==> config.mk <==
export PLATFORM = sky130hd
export DESIGN_NAME = cache_req_queue
export DESIGN_NICKNAME = d
export VERILOG_FILES = /design/src/rtl/design_params.sv /design/src/rtl/cache_req_queue_mem.sv /design/src/rtl/cache_req_queue.sv
export SDC_FILE = /design/constraint.sdc
export NUM_CORES = 1
export LEC_CHECK = 0
export ABC_CLOCK_PERIOD_IN_PS = 9800
export BUFFER_PORTS_ARGS = -buffer_cell sky130_fd_sc_hd__buf_2
export CAP_MARGIN = 20
export CORE_ASPECT_RATIO = 0.7
export CORE_MARGIN = 5
export CORE_UTILIZATION = 35
export DETAILED_ROUTE_END_ITERATION = 16
export GPL_TIMING_DRIVEN = 1
export SLEW_MARGIN = 10
export SYNTH_ARGS = -nofsm -noshare
export SYNTH_HDL_FRONTEND = slang
export SYNTH_HIERARCHICAL = 1
export SYNTH_SLANG_ARGS = --single-unit
==> constraint.sdc <==
create_clock -name clk -period 9.8 [get_ports clk]
set_input_delay 0.49 -clock clk [delete_from_list [all_inputs] [get_ports clk]]
set_output_delay 0.49 -clock clk [all_outputs]
set_load 0.03 [all_outputs]
==> src/rtl/design_params.sv <==
// -----------------------------------------------------------------------------
// design_params
// Shared definitions for the cache request queue:
//   - req_op_e     : CPU/controller op encoding (NO_OP, READ, WRITE, reserved)
//   - req_entry_t  : packed queue entry {op, id, addr, wdata}. It is sized for
//                    the default widths. The top packs entries in the same field
//                    order using its own parameters, so a non-default build
//                    keeps this layout.
//   - is_mem_op()  : true for ops that occupy a queue slot and consume an ID
// -----------------------------------------------------------------------------
package design_params;

    localparam int DEF_ADDRESS_WIDTH = 32;
    localparam int DEF_DATA_WIDTH    = 32;
    localparam int DEF_REQ_ID        = 3;

    typedef enum logic [1:0] {
        OP_NO_OP = 2'b00,
        OP_READ  = 2'b01,
        OP_WRITE = 2'b10,
        OP_RSVD  = 2'b11
    } req_op_e;

    typedef struct packed {
        req_op_e                      op;
        logic [DEF_REQ_ID-1:0]        id;
        logic [DEF_ADDRESS_WIDTH-1:0] addr;
        logic [DEF_DATA_WIDTH-1:0]    wdata;
    } req_entry_t;

    function automatic logic is_mem_op(input logic [1:0] op);
        return (op == OP_READ) || (op == OP_WRITE);
    endfunction

endpackage

==> src/rtl/cache_req_queue_mem.sv <==
// -----------------------------------------------------------------------------
// req_fifo_mem
// Entry storage for cache_req_queue: DEPTH x WIDTH register array with one
// synchronous write port and one asynchronous (combinational) read port.
// The array has no reset. The top never shows an entry unless its count says
// the slot holds valid data.
// Ports:
//   clk      in   clock
//   wr_en    in   write strobe
//   wr_addr  in   write slot index
//   wr_data  in   entry to store
//   rd_addr  in   read slot index (head pointer)
//   rd_data  out  entry at rd_addr, same cycle
// -----------------------------------------------------------------------------
module req_fifo_mem
    import design_params::*;
#(
    parameter int DEPTH = 4,
    parameter int WIDTH = $bits(req_entry_t)
) (
    input  logic                     clk,
    input  logic                     wr_en,
    input  logic [$clog2(DEPTH)-1:0] wr_addr,
    input  logic [WIDTH-1:0]         wr_data,
    input  logic [$clog2(DEPTH)-1:0] rd_addr,
    output logic [WIDTH-1:0]         rd_data
);

    logic [WIDTH-1:0] mem [DEPTH];

    always_ff @(posedge clk) begin
        if (wr_en) begin
            mem[wr_addr] <= wr_data;
        end
    end

    assign rd_data = mem[rd_addr];

endmodule

==> src/rtl/cache_req_queue.sv <==
// -----------------------------------------------------------------------------
// cache_req_queue
// In-order request queue between a CPU and a cache controller. READ and WRITE
// requests get a rolling ID and are buffered in a DEPTH-entry FIFO. The
// controller completes IDs strictly in issue order. NO_OP and reserved ops are
// accepted and dropped.
//
// Optional feature: define CACHE_REQ_QUEUE_BYPASS_EN to let a request that
// arrives at an empty queue, while the controller is ready, go straight to
// ctrl_* in the same cycle without being stored. Without the macro, every
// request is stored first and appears on ctrl_* one cycle after it is pushed.
//
// Ports:
//   clk, reset_n                  clock, async active-low reset
//   cpu_valid/cpu_ready           CPU request handshake
//   cpu_op/cpu_addr/cpu_wdata     CPU request payload
//   ctrl_valid/ctrl_ready         controller handshake (head of queue)
//   ctrl_op/id/addr/wdata         head request payload (0 when empty)
//   cpl_valid/cpl_id              in-order completion from the controller
//   count                         number of queued entries
//   outstanding                   issued-but-uncompleted IDs
//   err_cpl                       sticky bad-completion flag
// -----------------------------------------------------------------------------
module cache_req_queue
    import design_params::*;
#(
    parameter int DEPTH         = 4,
    parameter int ADDRESS_WIDTH = 32,
    parameter int DATA_WIDTH    = 32,
    parameter int REQ_ID        = 3
) (
    input  logic                     clk,
    input  logic                     reset_n,
    input  logic                     cpu_valid,
    output logic                     cpu_ready,
    input  logic [1:0]               cpu_op,
    input  logic [ADDRESS_WIDTH-1:0] cpu_addr,
    input  logic [DATA_WIDTH-1:0]    cpu_wdata,
    output logic                     ctrl_valid,
    input  logic                     ctrl_ready,
    output logic [1:0]               ctrl_op,
    output logic [REQ_ID-1:0]        ctrl_id,
    output logic [ADDRESS_WIDTH-1:0] ctrl_addr,
    output logic [DATA_WIDTH-1:0]    ctrl_wdata,
    input  logic                     cpl_valid,
    input  logic [REQ_ID-1:0]        cpl_id,
    output logic [$clog2(DEPTH):0]   count,
    output logic [REQ_ID:0]          outstanding,
    output logic                     err_cpl
);

    localparam int PTR_W   = $clog2(DEPTH);
    localparam int CNT_W   = PTR_W + 1;
    localparam int ENTRY_W = 2 + REQ_ID + ADDRESS_WIDTH + DATA_WIDTH;

    localparam logic [CNT_W-1:0] FULL_COUNT = CNT_W'(DEPTH);
    localparam logic [REQ_ID:0]  MAX_OUT    = {1'b1, {REQ_ID{1'b0}}};

    logic [PTR_W-1:0]   wr_ptr;
    logic [PTR_W-1:0]   rd_ptr;
    logic [CNT_W-1:0]   count_q;
    logic [REQ_ID-1:0]  next_id;
    logic [REQ_ID-1:0]  oldest_id;
    logic [REQ_ID:0]    outstanding_q;
    logic               err_q;

    logic               push_acc;
    logic               mem_req;
    logic               bypass;
    logic               store;
    logic               pop;
    logic               queue_nonempty;
    logic               cpl_ok;
    logic               cpl_err;
    logic [ENTRY_W-1:0] new_entry;
    logic [ENTRY_W-1:0] head_entry;
    logic [ENTRY_W-1:0] ctrl_entry;

    // Ready depends only on registered state, so there is no path from
    // ctrl_ready. A full queue blocks a push even in a cycle that pops.
    // The reset_n term holds ready low for the whole reset.
    assign cpu_ready = reset_n && (count_q < FULL_COUNT) && (outstanding_q < MAX_OUT);

    assign push_acc       = cpu_valid & cpu_ready;
    assign mem_req        = push_acc & is_mem_op(cpu_op);
    assign queue_nonempty = (count_q != '0);
    assign new_entry      = {cpu_op, next_id, cpu_addr, cpu_wdata};

`ifdef CACHE_REQ_QUEUE_BYPASS_EN
    assign bypass = mem_req & ~queue_nonempty & ctrl_ready;
`else
    assign bypass = 1'b0;
`endif

    assign store = mem_req & ~bypass;
    assign pop   = queue_nonempty & ctrl_ready;

    // Completions must arrive in issue order. A completion for the wrong ID,
    // or with nothing outstanding, is flagged and otherwise ignored.
    assign cpl_ok  = cpl_valid && (outstanding_q != '0) && (cpl_id == oldest_id);
    assign cpl_err = cpl_valid & ~cpl_ok;

    req_fifo_mem #(
        .DEPTH (DEPTH),
        .WIDTH (ENTRY_W)
    ) u_mem (
        .clk     (clk),
        .wr_en   (store),
        .wr_addr (wr_ptr),
        .wr_data (new_entry),
        .rd_addr (rd_ptr),
        .rd_data (head_entry)
    );

    // Storage is not reset, so the head is masked to zero when the queue is empty.
    always_comb begin
        ctrl_entry = '0;
        if (queue_nonempty) begin
            ctrl_entry = head_entry;
        end else if (bypass) begin
            ctrl_entry = new_entry;
        end
    end

    assign ctrl_valid = queue_nonempty | bypass;
    assign {ctrl_op, ctrl_id, ctrl_addr, ctrl_wdata} = ctrl_entry;

    always_ff @(posedge clk or negedge reset_n) begin
        if (!reset_n) begin
            wr_ptr        <= '0;
            rd_ptr        <= '0;
            count_q       <= '0;
            next_id       <= '0;
            oldest_id     <= '0;
            outstanding_q <= '0;
            err_q         <= 1'b0;
        end else begin
            if (store) begin
                wr_ptr <= wr_ptr + 1'b1;
            end
            if (pop) begin
                rd_ptr <= rd_ptr + 1'b1;
            end
            case ({store, pop})
                2'b10:   count_q <= count_q + 1'b1;
                2'b01:   count_q <= count_q - 1'b1;
                default: count_q <= count_q;
            endcase

            if (mem_req) begin
                next_id <= next_id + 1'b1;
            end
            if (cpl_ok) begin
                oldest_id <= oldest_id + 1'b1;
            end
            case ({mem_req, cpl_ok})
                2'b10:   outstanding_q <= outstanding_q + 1'b1;
                2'b01:   outstanding_q <= outstanding_q - 1'b1;
                default: outstanding_q <= outstanding_q;
            endcase

            if (cpl_err) begin
                err_q <= 1'b1;
            end
        end
    end

    assign count       = count_q;
    assign outstanding = outstanding_q;
    assign err_cpl     = err_q;

endmodule

==> results of run 1 <==
cell type report:
cell class                 count  area share, %
inverter                      10          0.276
tap                          427           3.92
sequential                   294           64.2
multi-input combinational    202           18.7
clock inverter                14           1.08
clock buffer                  39           5.61
timing repair buffer         161           6.19
cells in the mapped netlist (all sizes together) (2+ instances only):
cell type / instances
a21oi: 3
and2: 70
and3b: 2
buf: 12
clkbuf: 13
dfrtp: 18
edfxtp: 276
fa: 2
ha: 6
inv: 10
mux4: 69
nand2: 10
nor3: 2
nor3b: 3
nor4: 2
o21ai: 4
o41ai: 2
or3: 2
xnor2: 8
xor2: 9
logic make-up (layout without fill, tap and decap cells):
logic type / Yosys count / count (layout) / share of synthesized area [%]
compound gates: 11 / 11 / 0.764
xor+xnor: 17 / 17 / 1.30
fa+ha+maj: 8 / 8 / 1.00
buf+inv: 35 / 224 / 1.70
flops: 294 / 294 / 76.3
mux: 70 / 70 / 13.6
simple gates: 96 / 96 / 5.33
flip-flops by register name, indices dropped and copies added (netlist names):
name	cells
count	3
err_cpl	1
next_id	3
oldest_id	3
outstanding	4
rd_ptr	2
u_mem/mem	276
wr_ptr	2
worst max path at each step:
stage,from,endpoint,slack [ns],cells past startpoint
2_1_floorplan,outstanding[3]$_DFFE_PN0P_,u_mem/mem[0][0]$_DFFE_PP_,2.60,4
6_report,rd_ptr[0]$_DFFE_PN0P_,ctrl_wdata[11],6.13,4
4_1_cts,rd_ptr[0]$_DFFE_PN0P_,ctrl_addr[20],5.97,4
3_5_place_dp,reset_n,u_mem/mem[2][50]$_DFFE_PP_,6.42,6
3_3_place_gp,rd_ptr[0]$_DFFE_PN0P_,ctrl_addr[20],6.56,4
5_1_grt,rd_ptr[0]$_DFFE_PN0P_,ctrl_wdata[11],5.80,4
per-layer routing:
metal / share of wire, % / vias up / global-route usage [%]
met3: 6.1 / 41 / 3.27
met4: 1.9 / 4 / 2.54
met5: 0.095 / - / 0
met1: 44 / 2817 / 16.6
li1: - / 2457 / -
met2: 48 / 132 / 19.7
metrics by stage:
step / utilization [%] / instances / instance area (µm²) / worst slack, ns / hold slack [ns]
after floorplan: - / 531 / 11500 / 2.60 / 0.194
after global placement: 39.2 / 1092 / 12700 / 6.56 / 0.450
after detailed placement: 39.2 / 1092 / 12700 / 6.42 / 0.455
after CTS: 42.0 / 1146 / 13600 / 5.97 / 0.115
after global routing: 42.1 / 1147 / 13600 / 5.80 / 0.120
final: 42.1 / 1147 / 13600 / 6.13 / 0.153
what timing repair did:
action,4_1_cts,5_1_grt
endpoints found under the hold margin,18,0
hold buffers,1,0
endpoints found under the setup margin,0,0
power by group through the flow:
stage	combinational (mW)	sequential, mW	clock, mW
floorplan	1.10	1.55	0
global placement	1.37	1.65	0
detailed placement	1.38	1.66	0
CTS	1.39	1.63	1.10
global route	1.50	1.61	1.16
finish	1.39	1.59	1.06
==> metrics.cfg, run 1 <==
[run_status]
outcome = finished clean

[floorplan]
start_util_pct = 35.4
dieArea_um2 = 36500
chipWidth_um = 226
die_h_um = 161
core.rowCount = 55
core_area_um2 = 32300
pin_count = 153

[routing]
drtAntennaViolNets = 0
wl_per_cell_um = 19.3
viasPerCell = 4.75
drtIter0Drc = 308
drtPass1Iterations = 4
drt-total-wl_mm = 22.2
vias = 5451
drcViolationCount = 0

[timing]
drv_slew = 0
fin_crit_ns = 3.67
tightest_slew_ns = 0.787
finalHoldViolations = 0
relSlewSlack_pct = 47.5
period_share_pct = 37.5
fmax_mhz = 272
fin_setup_tns_ns = 0
rsz0062_at_grt = no
finalClockSkew_ns = 0.00992
setup_viol = 0

[synth]
synth_top_area_share_pct = 72.3
synth-edff-count = 276
syn_area_um2 = 11500
synth.area.top_cells = edfxtp_1 (72%), mux4_2 (14%), dfrtp_1 (3.9%)
synth-main-ff-cell = edfxtp_1
syn_inst = 531
yosysWarnings = 6
netlist-cell-type-count = 36
yosysTopAreaCell = edfxtp_1
ys_seq_area_share_pct = 76.3
synthArstFlopShare_pct = 6.12
postSynthAreaPerCell_um2 = 21.6
syn-num-nets = 613
synth-seq-cells = 294

[cts]
cts.sinks = 294
cts_root_buf = clkbuf_16
cts_tree = done
clkTransAtPathRegs_ns = 0.06
cts_buffers = 29
cts_resized = 0
cts_setup_buffers = 0
ctsHtreeMaxLevel = 1
cts_max_path_buffers = 3
clk_latency_ns = 0.54

[place]
dpl.hpwl_mm = 12.9
portBuffers = 152
gp_congestion = 0.715

[finish]
drive_above_1_share_pct = 38.8
layout.cells.most_common_list = edfxtp_1 (276), buf_2 (152), and2_1 (69), mux4_2 (69), clkbuf_16 (29)
final_common_cell = edfxtp_1
fill_cells = 2895
multi_input_area_um2 = 2540
seq_area_um2 = 8750
antenna_cells = 0
nets = 780
area_growth_pct = 18.8

[global_routing]
grt.total_usage_pct = 12.1
grt_pass1_vias = 5864
gr-total-overflow = 0
grt_antenna_before_repair = 4
grt_max_degree = 72
grt_pass1_wl_mm = 34.4

[pwr]
p_int_mw = 2.64
p_leak_nw = 4.67
pwr-share-clk_pct = 26.3
sw_frac_of_total_pct = 34.7
pwr-share-comb_pct = 34.4
finalPower_mw = 4.04
ir_drop_mv = 0.165
seqPwrFrac_pct = 39.3
powerDensity_nw_per_um2 = 296
p_sw_mw = 1.40

[hold_path]
min-delay-path-class = input pin to flip-flop
min_path_cells = 2
hold_path_end = oldest_id[1]$_DFFE_PN0P_
hp-start = cpl_id[1]

[critical_path]
r2r-start = outstanding[3]$_DFFE_PN0P_
cp.required_ns = 9.31
max_stage_delay_ns = 0.92
crit_arrival_ns = 3.18
endpoint_kind = primary output
cp-start-kind = flip-flop
crit_type = flip-flop to primary output
crit_path_top_delay_cell = dfrtp_4
reg2reg_to = u_mem/mem[2][53]$_DFFE_PP_
r2r_slack_ns = 6.97
critPathTopFamily = buffers and inverters
path_max_fanout = 37
reg2reg_depth = 5
worstPathCellList = buf_4 > mux4_2 > and2_1 > buf_2
crit_buf_inv = 2

[run]
cap_violations = 0

Note: power is estimated with default switching activity, not from simulation.
==> inputs of run 2 (changes only) <==
ABC_CLOCK_PERIOD_IN_PS = 3500   (was 9800)
clock period = 3.5 ns   (was 9.8 ns; I/O delays follow)
==> metrics.cfg, run 2 (synthesis gave the netlist of run 1 again) <==
[finish]
layout.cells.most_common_list = edfxtp_1 (276), buf_2 (152), dlygate4sd3_1 (71)
final_common_cell = edfxtp_1
nets = 856
fin_area_um2 = 14600
largest_register_ffs = 276
drive_above_1_share_pct = 37.6
regMostFlops = u_mem/mem
area_growth_pct = 27.3

[timing]
drv_slew = 0
setup_viol = 0
relSlewSlack_pct = 49.8
finalClockSkew_ns = 0.0116
rsz0062_at_grt = no
fmax_mhz = 371
tightest_slew_ns = 0.754
fin_crit_ns = 2.70
fin_ws_ns = 0.803
period_share_pct = 77.0
finalHoldViolations = 0

[critical_path]
reg2reg_to = outstanding[3]$_DFFE_PN0P_
crit_type = flip-flop to primary output
reg2reg_depth = 8
r2r_slack_ns = 1.05
r2r-start = outstanding[3]$_DFFE_PN0P_
cp-start-kind = flip-flop
crit_arrival_ns = 2.52
endpoint_kind = primary output
cp.required_ns = 3.32
path_max_fanout = 20

[floorplan]
pin_count = 153
dieArea_um2 = 36500
die_h_um = 161
chipWidth_um = 226
core.rowCount = 55
core_area_um2 = 32300
start_util_pct = 35.4

[place]
dpl.hpwl_mm = 14.6
dpl_cell_area_um2 = 12800
portBuffers = 152
gp_congestion = 0.724
place_ws_ns = 1.02

[global_routing]
grt_max_degree = 71
grt_pass1_vias = 6282
gr-total-overflow = 0
grt_antenna_before_repair = 1
grt_pass1_wl_mm = 36.7
grt.total_usage_pct = 12.9

[routing]
viasPerCell = 4.75
drtPass1Iterations = 4
vias = 5815
drcViolationCount = 0
wl_per_cell_um = 19.4
drtAntennaViolNets = 0
drtIter0Drc = 414
drt-total-wl_mm = 23.7

[cts]
ctsHtreeMaxLevel = 1
clkTransAtPathRegs_ns = 0.06
cts_root_buf = clkbuf_16
cts.sinks = 294
cts_resized = 0
cts_max_path_buffers = 3
cts_tree = done
ctsHoldBuffers = 71
cts_buffers = 29
cts_setup_buffers = 0
clk_latency_ns = 0.54

[pwr]
finalPower_mw = 12.0
p_leak_nw = 5.09
ir_drop_mv = 0.585
powerDensity_nw_per_um2 = 819

[run_status]
outcome = finished clean

[hold_path]
min-delay-path-class = input pin to async pin

[run]
cap_violations = 0

## run 2: stage by stage
step,setup TNS [ns],util [%],instances,hold WS (ns)
after CTS,0,45.1,1223,0.147
final,0,45.1,1224,0.174
after global routing,0,45.1,1224,0.194
after floorplan,-1.63,-,531,-0.121
after global placement,0,39.6,1099,0.204
after detailed placement,0,39.6,1099,0.212
## run 2: cell type report
cell class                      count  area (µm²)
Fill cell                        2778       17800
Sequential cell                   294        8750
Multi-Input combinational cell    202        2560
Timing Repair Buffer              237        1640
Clock buffer                       31         733
Tap cell                          427         534
Clock inverter                     22         335
Inverter                           10        37.5
Antenna cell                        1        2.50
## run 2: worst max-delay path by stage
stage	start	endpoint	slack, ns
4_1_cts	rd_ptr[0]$_DFFE_PN0P_	ctrl_id[1]	0.67
5_1_grt	rd_ptr[0]$_DFFE_PN0P_	ctrl_addr[27]	0.61
3_3_place_gp	outstanding[3]$_DFFE_PN0P_	outstanding[3]$_DFFE_PN0P_	1.05
6_report	rd_ptr[0]$_DFFE_PN0P_	ctrl_id[1]	0.80
2_1_floorplan	outstanding[3]$_DFFE_PN0P_	u_mem/mem[0][0]$_DFFE_PP_	-0.02
3_5_place_dp	outstanding[3]$_DFFE_PN0P_	outstanding[3]$_DFFE_PN0P_	1.02
## run 2: layer usage
metal | track usage, % | vias up | share of wire [%]
met4 | 2.49 | 0 | 1.8
met2 | 21.1 | 151 | 48
met5 | 0 | - | 0
li1 | - | 2616 | -
met1 | 17.9 | 3010 | 45
met3 | 2.98 | 38 | 5.2
## run 2: where the power goes
group	internal, mW	switching, mW
clock network	2.12	1.30
logic	1.65	2.50
registers	4.08	0.308
## run 2: worst max-delay path, cell delays in order, from the launching register on
cell     delay (ns)
dfrtp_4        0.69
buf_4          0.38
mux4_2         0.56
and2_1         0.15
buf_2          0.17
